## src/rtl/snake_pkg.sv

```systemverilog
// -----------------------------------------------------------------------------
// snake_pkg
// Shared encodings for the snake game controller:
//   - dir_e    : committed move direction (00 up, 01 right, 10 down, 11 left)
//   - state_e  : game sequencer state (00 IDLE, 01 RUN, 10 PAUSE, 11 OVER)
//   - button indices into the synchronized button vector
//   - dir_opposite(): the reverse of a direction (flip the upper bit)
// -----------------------------------------------------------------------------
package snake_pkg;

   typedef enum logic [1:0] {
      DIR_UP    = 2'b00,
      DIR_RIGHT = 2'b01,
      DIR_DOWN  = 2'b10,
      DIR_LEFT  = 2'b11
   } dir_e;

   typedef enum logic [1:0] {
      ST_IDLE  = 2'b00,
      ST_RUN   = 2'b01,
      ST_PAUSE = 2'b10,
      ST_OVER  = 2'b11
   } state_e;

   localparam int unsigned N_BTN     = 5;
   localparam int unsigned BTN_UP    = 0;
   localparam int unsigned BTN_RIGHT = 1;
   localparam int unsigned BTN_DOWN  = 2;
   localparam int unsigned BTN_LEFT  = 3;
   localparam int unsigned BTN_START = 4;

   // Up<->down and right<->left differ only in bit 1 of the encoding.
   function automatic dir_e dir_opposite(input dir_e d);
      return dir_e'(d ^ 2'b10);
   endfunction

endpackage

```

## src/rtl/btn_sync.sv

```systemverilog
// -----------------------------------------------------------------------------
// btn_sync
// Two-flop synchronizer for one asynchronous button, with an optional
// rising-edge pulse taken after the synchronizer.
// Ports:
//   clk      in  : system clock
//   rst_n_i  in  : asynchronous active-low reset
//   async_i  in  : raw (debounced) button, asynchronous to clk
//   level_o  out : synchronized level (2 cycles of latency)
//   rise_o   out : one-cycle pulse on a synchronized 0->1 transition
//                  (tied low when EDGE_EN = 0)
// -----------------------------------------------------------------------------
module btn_sync #(
   parameter bit EDGE_EN = 1'b1
) (
   input  logic clk,
   input  logic rst_n_i,
   input  logic async_i,
   output logic level_o,
   output logic rise_o
);

   logic meta_q;
   logic sync_q;

   always_ff @(posedge clk or negedge rst_n_i) begin
      if (!rst_n_i) begin
         meta_q <= 1'b0;
         sync_q <= 1'b0;
      end else begin
         meta_q <= async_i;
         sync_q <= meta_q;
      end
   end

   assign level_o = sync_q;

   generate
      if (EDGE_EN) begin : g_edge
         logic prev_q;

         always_ff @(posedge clk or negedge rst_n_i) begin
            if (!rst_n_i) begin
               prev_q <= 1'b0;
            end else begin
               prev_q <= sync_q;
            end
         end

         // Combinational off the synchronized level so that a consumer
         // registering it sees the edge 3 cycles after the raw press.
         assign rise_o = sync_q & ~prev_q;
      end else begin : g_no_edge
         assign rise_o = 1'b0;
      end
   endgenerate

endmodule

```

## src/rtl/snake_game_ctrl.sv

```systemverilog
// -----------------------------------------------------------------------------
// snake_game_ctrl
// Top-level sequencer for the snake game datapath: game state machine,
// speed-dependent tick generator and reversal-proof direction filter.
// Ports:
//   clk          in  : system clock (only clock)
//   reset_n      in  : asynchronous active-low reset (release synchronized)
//   btn_up/right/down/left in : direction buttons, async, active-high
//   btn_start    in  : start/pause button, async, active-high
//   game_over    in  : collision flag from the datapath (synchronous level)
//   score        in  : current snake length
//   game_reset   out : active-high reset to the datapath (high in IDLE)
//   game_tick    out : one-cycle advance pulse
//   move         out : committed direction (snake_pkg::dir_e encoding)
//   state        out : game state (snake_pkg::state_e encoding)
// -----------------------------------------------------------------------------
module snake_game_ctrl
   import snake_pkg::*;
#(
   parameter int unsigned TICK_BASE   = 5_000_000,
   parameter int unsigned TICK_STEP   = 250_000,
   parameter int unsigned TICK_MIN    = 1_000_000,
   parameter int unsigned LEVEL_SHIFT = 2,
   parameter int unsigned SCORE_W     = 10
) (
   input  logic               clk,
   input  logic               reset_n,
   input  logic               btn_up,
   input  logic               btn_right,
   input  logic               btn_down,
   input  logic               btn_left,
   input  logic               btn_start,
   input  logic               game_over,
   input  logic [SCORE_W-1:0] score,
   output logic               game_reset,
   output logic               game_tick,
   output logic [1:0]         move,
   output logic [1:0]         state
);

   // Period / counter width, and the wider width used for the arithmetic so
   // that TICK_STEP * level can never wrap before the saturation check.
   localparam int unsigned PW = $clog2(TICK_BASE + 1);
   localparam int unsigned AW = PW + SCORE_W;

   // ---------------------------------------------------------------------
   // Reset: asserts asynchronously, releases on a clock edge.
   // ---------------------------------------------------------------------
   logic [1:0] rst_sync_q;
   logic       rst_n;

   always_ff @(posedge clk or negedge reset_n) begin
      if (!reset_n) begin
         rst_sync_q <= 2'b00;
      end else begin
         rst_sync_q <= {rst_sync_q[0], 1'b1};
      end
   end

   assign rst_n = rst_sync_q[1];

   // ---------------------------------------------------------------------
   // Button conditioning
   // ---------------------------------------------------------------------
   logic [N_BTN-1:0] btn_raw;
   logic [N_BTN-1:0] btn_level;
   logic [N_BTN-1:0] btn_rise;
   logic             start_evt;
   logic [4:0]       btn_unused;

   assign btn_raw = {btn_start, btn_left, btn_down, btn_right, btn_up};

   generate
      for (genvar gi = 0; gi < N_BTN; gi++) begin : g_btn
         btn_sync #(
            .EDGE_EN (gi == BTN_START)
         ) u_btn_sync (
            .clk     (clk),
            .rst_n_i (rst_n),
            .async_i (btn_raw[gi]),
            .level_o (btn_level[gi]),
            .rise_o  (btn_rise[gi])
         );
      end
   endgenerate

   assign start_evt  = btn_rise[BTN_START];
   // Direction edges and the start level have no consumer.
   assign btn_unused = {btn_rise[BTN_LEFT:BTN_UP], btn_level[BTN_START]};

   // ---------------------------------------------------------------------
   // Tick period: max(TICK_MIN, TICK_BASE - TICK_STEP * level), registered
   // ---------------------------------------------------------------------
   logic [SCORE_W-1:0] level;
   logic [AW-1:0]      step_prod;
   logic [AW-1:0]      period_diff;
   logic [PW-1:0]      period_d;
   logic [PW-1:0]      period_q;

   assign level = score >> LEVEL_SHIFT;

   always_comb begin
      step_prod   = AW'(TICK_STEP) * AW'(level);
      period_diff = '0;
      period_d    = PW'(TICK_MIN);
      // A step total at or beyond the base would go negative: saturate.
      if (step_prod < AW'(TICK_BASE)) begin
         period_diff = AW'(TICK_BASE) - step_prod;
         if (period_diff > AW'(TICK_MIN)) begin
            period_d = PW'(period_diff);
         end
      end
   end

   always_ff @(posedge clk or negedge rst_n) begin
      if (!rst_n) begin
         period_q <= PW'(TICK_BASE);
      end else begin
         period_q <= period_d;
      end
   end

   // ---------------------------------------------------------------------
   // Direction request: priority up > right > down > left
   // ---------------------------------------------------------------------
   logic req_valid;
   dir_e req_dir;

   always_comb begin
      req_valid = |btn_level[BTN_LEFT:BTN_UP];
      req_dir   = DIR_UP;
      if (btn_level[BTN_UP]) begin
         req_dir = DIR_UP;
      end else if (btn_level[BTN_RIGHT]) begin
         req_dir = DIR_RIGHT;
      end else if (btn_level[BTN_DOWN]) begin
         req_dir = DIR_DOWN;
      end else begin
         req_dir = DIR_LEFT;
      end
   end

   // ---------------------------------------------------------------------
   // Sequencer, tick counter and commit
   // ---------------------------------------------------------------------
   state_e        state_q, state_d;
   logic [PW-1:0] cnt_q, cnt_d;
   dir_e          move_q, move_d;
   dir_e          pending_q, pending_d;
   logic          tick_q, tick_d;
   logic          expire;

   // '>=' rather than '==' so a period that shrinks below the running count
   // expires at once instead of wrapping the counter.
   assign expire = (state_q == ST_RUN) && (cnt_q >= (period_q - PW'(1)));

   always_comb begin
      state_d   = state_q;
      cnt_d     = cnt_q;
      move_d    = move_q;
      pending_d = pending_q;
      tick_d    = 1'b0;

      unique case (state_q)
         ST_IDLE: begin
            cnt_d = '0;
            if (start_evt) begin
               state_d = ST_RUN;
            end
         end

         ST_RUN: begin
            // Compared against the committed move, not pending, so several
            // presses inside one period can never add up to a reversal.
            if (req_valid && (req_dir != dir_opposite(move_q))) begin
               pending_d = req_dir;
            end

            if (game_over) begin
               // Collision wins over both the tick and a pause request.
               state_d = ST_OVER;
            end else begin
               if (expire) begin
                  cnt_d  = '0;
                  move_d = pending_q;
                  tick_d = 1'b1;
               end else begin
                  cnt_d = cnt_q + PW'(1);
               end
               if (start_evt) begin
                  state_d = ST_PAUSE;
               end
            end
         end

         ST_PAUSE: begin
            if (start_evt) begin
               state_d = ST_RUN;
            end
         end

         ST_OVER: begin
            if (start_evt) begin
               state_d = ST_IDLE;
            end
         end

         default: begin
            state_d = ST_IDLE;
         end
      endcase
   end

   always_ff @(posedge clk or negedge rst_n) begin
      if (!rst_n) begin
         state_q   <= ST_IDLE;
         cnt_q     <= '0;
         move_q    <= DIR_RIGHT;
         pending_q <= DIR_RIGHT;
         tick_q    <= 1'b0;
      end else begin
         state_q   <= state_d;
         cnt_q     <= cnt_d;
         move_q    <= move_d;
         pending_q <= pending_d;
         tick_q    <= tick_d;
      end
   end

   assign state      = state_q;
   assign game_reset = (state_q == ST_IDLE);
   assign game_tick  = tick_q;
   assign move       = move_q;

endmodule

```

## config.mk

```make
export PLATFORM = sky130hd
export DESIGN_NAME = snake_game_ctrl
export DESIGN_NICKNAME = d
export VERILOG_FILES = /design/src/rtl/snake_pkg.sv /design/src/rtl/btn_sync.sv /design/src/rtl/snake_game_ctrl.sv
export SDC_FILE = /design/constraint.sdc
export NUM_CORES = 1
export LEC_CHECK = 0
export BUFFER_PORTS_ARGS = -buffer_cell sky130_fd_sc_hd__buf_2
export CELL_PAD_IN_SITES_DETAIL_PLACEMENT = 1
export CELL_PAD_IN_SITES_GLOBAL_PLACEMENT = 1
export CORE_ASPECT_RATIO = 1.4
export CORE_MARGIN = 3
export CORE_UTILIZATION = 51
export CTS_BUF_LIST = sky130_fd_sc_hd__clkbuf_8
export CTS_CLUSTER_SIZE = 28
export DETAILED_ROUTE_END_ITERATION = 8
export GPL_TIMING_DRIVEN = 0
export PLACE_DENSITY = 0.91
export SLEW_MARGIN = 20
export SYNTH_ARGS = -nofsm -noshare
export SYNTH_HDL_FRONTEND = slang
export SYNTH_SLANG_ARGS = --single-unit
export TNS_END_PERCENT = 30
```

## constraint.sdc

```tcl
create_clock -name clk -period 2.78 [get_ports clk]
set_clock_uncertainty 0.1 [all_clocks]
set_input_delay 0.417 -clock clk [delete_from_list [all_inputs] [get_ports clk]]
set_output_delay 0.417 -clock clk [all_outputs]
set_load 0.01 [all_outputs]
```

==> flow_summary_export.csv <==
group,metric,value,unit
clocking,cts_buffers,9,
logic_synthesis,synthArstFlopShare,1.00,
placed_design,placed_cells,834,
timing,tightest_slew,0.708,ns
timing,finalCritPeriodShare,1.71,
power,ir_drop,0.000654,V
finish,final_nets,847,
power,p_sw_frac,0.482,
timing,slew_viol_final,0,
grt,grt_start_max_net_pins,54,
setup_path,cp_max_fo,7,
routing,vias_per_cell,6.64,
placed_design,dp_hpwl,13400,microns
logic_synthesis,synth_cell_types,77,
power,powerDensity,1070,nW/um^2
grt,antenna_found_initial,0,
floorplanning,die_w,98.3,microns
power,clkPwrFrac,0.114,
routing,drt_first_pass_iters,5,
setup_path,r2r_slack,-1.19,ns
timing,holdWs,0.0478,ns
power,p_int,4.11,mW
clocking,cts_root_buf,"clkbuf_8",
floorplanning,die_y,135,microns
grt,grt.overflow.total,0,
routing,ant_nets,0,
setup_path,worstRegToRegCells,14,
routing,drtIter0Drc,296,
floorplanning,ioPinCount,24,
routing,vias,5872,
finish,diodes,0,
clocking,htreeDepth,3,
setup_path,end_kind,"flop",
power,p_leak,3.25,nW
logic_synthesis,synth.most_common_cell,"ha_1",
status,failed_checks,"negative setup slack",
grt,grt_pass1_vias,6443,
status,status,"complete, but fails checks",
timing,rsz0062_at_grt,"yes",
logic_synthesis,synth_edf_count,0,
timing,period_minus_slack,4.76,ns
logic_synthesis,synth_area,6080,sq um
logic_synthesis,ys_top_cells_by_area,"dfrtp_1, ha_1, fa_1, dfstp_2, xnor2_1",
setup_path,timing.rr.end,"cnt_q[21]",
power,pwr-share-comb,0.720,
clocking,insertion_delay,0.36,ns
timing,relSlewSlack,0.524,
finish,multi_input_area,4580,sq um
floorplanning,die_area,13300,sq um
logic_synthesis,synth_fp_nets,781,
logic_synthesis,yosysTopAreaCell,"dfrtp_1",
timing,hold_viol_final,0,
worst_hold_path,hold_class,"flop to async pin",
power,seqPwrFrac,0.166,
logic_synthesis,ys.warnings.count,0,
finish,fillers,1252,
setup_path,crit_required,2.91,ns
finish,final_util,0.643,
run,max_cap_viol_count,0,
timing,setup_slack,-1.98,ns
floorplanning,placeableCoreArea,11500,sq um
setup_path,criticalPathCategory,"input pin to flop",
clocking,cts_tree,"built",
floorplanning,start_util,0.529,
timing,setup_violations,45,
setup_path,crit_arrival,4.89,ns
logic_synthesis,yosys.area.top_type_share,0.214,
setup_path,r2r-start,"period_q[13]",
logic_synthesis,ys_seq_elements,62,
finish,area_growth,21.6,%
timing,timing.fmax,210,MHz
grt,grt_first_pass_wirelength,32300,microns
logic_synthesis,syn_area_per_cell,9.10,sq um
grt,track_usage,0.304,
logic_synthesis,ys_seq_area_frac,0.257,
power,finalPower,7.92,mW
placed_design,dpl_cell_area,6480,sq um
placed_design,port_buffers,20,
floorplanning,fp-row-count,46,
logic_synthesis,synthCells,669,
finish,layout.area.seq,1570,sq um
placed_design,gp_congestion,0.897,
clocking,clock_sinks,62,
clocking,clk_pin_slew,0.07,ns
routing,avgRoutedWirePerCell,24.0,microns
placed_design,pre_cts_slack,-2.50,ns
power,p_sw,3.82,mW
timing,fin_setup_tns,-65.62,ns
clocking,cts_max_path_buffers,2,
finish,layout.cells.non_filler,884,
finish,drive_above_1_share,0.239,
setup_path,start_kind,"input pin",
routing,remaining_drc_errors,0,
logic_synthesis,synthTopCellsByCount,"ha_1, inv_1, dfrtp_1",
routing,wirelength,21200,microns
finish,fin_area,7400,sq um
logic_synthesis,synth_ff_type,"dfrtp_1",
layout by cell type (no fill, tap or decap), types with 10 or more instances in the layout:
master     n
a21o_1    15
inv_1     47
ha_4      10
nand3b_1  17
buf_6     13
dfstp_2   10
and3_1    17
nand4_1   11
ha_1      66
buf_4     31
nand3_1   16
nor2_1    34
a21oi_1   20
dfrtp_1   51
nand2b_1  10
clkbuf_8  10
xor2_1    14
o21ai_0   22
buf_2     14
a31oi_1   34
nor3_1    16
xnor2_1   26
fa_1      14
nand2_1   36
final cells by class:
cell class	count	share of cell area
well taps	144	0.0243
inverters	55	0.0284
plain buffers	20	0.0201
flip-flops and latches	62	0.212
repair buffers	55	0.0668
clock buffers	10	0.0186
clock inverters	6	0.0115
multi-input cells	532	0.618
state kept, by name, summed over array words and instances (netlist names):
| name | cells |
|---|---|
| state | 2 |
| period_q | 19 |
| g_btn.u_btn_sync.g_edge.prev_q | 1 |
| game_tick | 1 |
| rst_sync_q | 2 |
| g_btn.u_btn_sync.level_o | 5 |
| move | 2 |
| cnt_q | 23 |
| pending_q | 2 |
| g_btn.u_btn_sync.meta_q | 5 |
routing by layer:
metal | global-route usage | part of all wire | wire (microns) | up-vias
met2 | 0.608 | 0.58 | 12200 | 202
met3 | 0.0438 | 0.029 | 609 | 98
li1 | - | - | - | 2605
met4 | 0.191 | 0.059 | 1260 | 0
met5 | 0 | 0 | 0 | -
met1 | 0.279 | 0.34 | 7130 | 2967
power by group through the flow:
stage,clock (mW),combinational [mW],sequential [mW]
2_1_floorplan,0,3.10,1.28
3_3_place_gp,0,3.70,1.31
3_5_place_dp,0,3.97,1.31
4_1_cts,0.903,4.86,1.30
5_1_grt,0.947,6.03,1.34
6_report,0.902,5.71,1.31
worst max-delay path: stages:
cell	delay, ns
buf_12	0.11
fa_2	0.52
ha_4	0.29
inv_2	0.03
fa_2	0.54
inv_2	0.05
fa_1	0.53
ha_4	0.24
a21oi_4	0.16
o21ai_4	0.10
a221o_1	0.42
buf_6	0.15
or3_4	0.35
a2111oi_4	0.38
o311ai_4	0.18
nand3_4	0.20
buf_8	0.15
a211oi_4	0.05
repair_timing:
action / in CTS / in global routing
endpoints found under the setup margin: 45 / 45
pin swaps: 36 / 23
cloned: 2 / 0
resized for setup: 56 / 44
endpoints found under the hold margin: 2 / 0
hold buffers: 1 / 0
buffers inserted: 25 / 9
logic make-up after synthesis:
family,Yosys count,share of synthesized area
XOR/XNOR,42,0.0617
AND/OR/NAND/NOR,209,0.186
AO/OA/AOI/OAI,181,0.219
buffers and inverters,76,0.0539
adder cells (fa/ha/maj),94,0.214
multiplexers,4,0.00699
other,1,0.000616
flip-flops,62,0.257
worst max-delay path by stage:
| stage | slack [ns] | cells past startpoint | startpoint | end |
|---|---|---|---|---|
| after floorplan | -1.83 | 16 | score[9] | period_q[13] |
| after global routing | -2.06 | 19 | score[8] | period_q[15] |
| after CTS | -1.92 | 17 | score[4] | period_q[15] |
| after global placement | -2.28 | 17 | score[4] | period_q[4] |
| final | -1.98 | 18 | score[5] | period_q[15] |
| after detailed placement | -2.50 | 17 | score[4] | period_q[4] |
No activity file was read; power rests on OpenSTA's default activity.
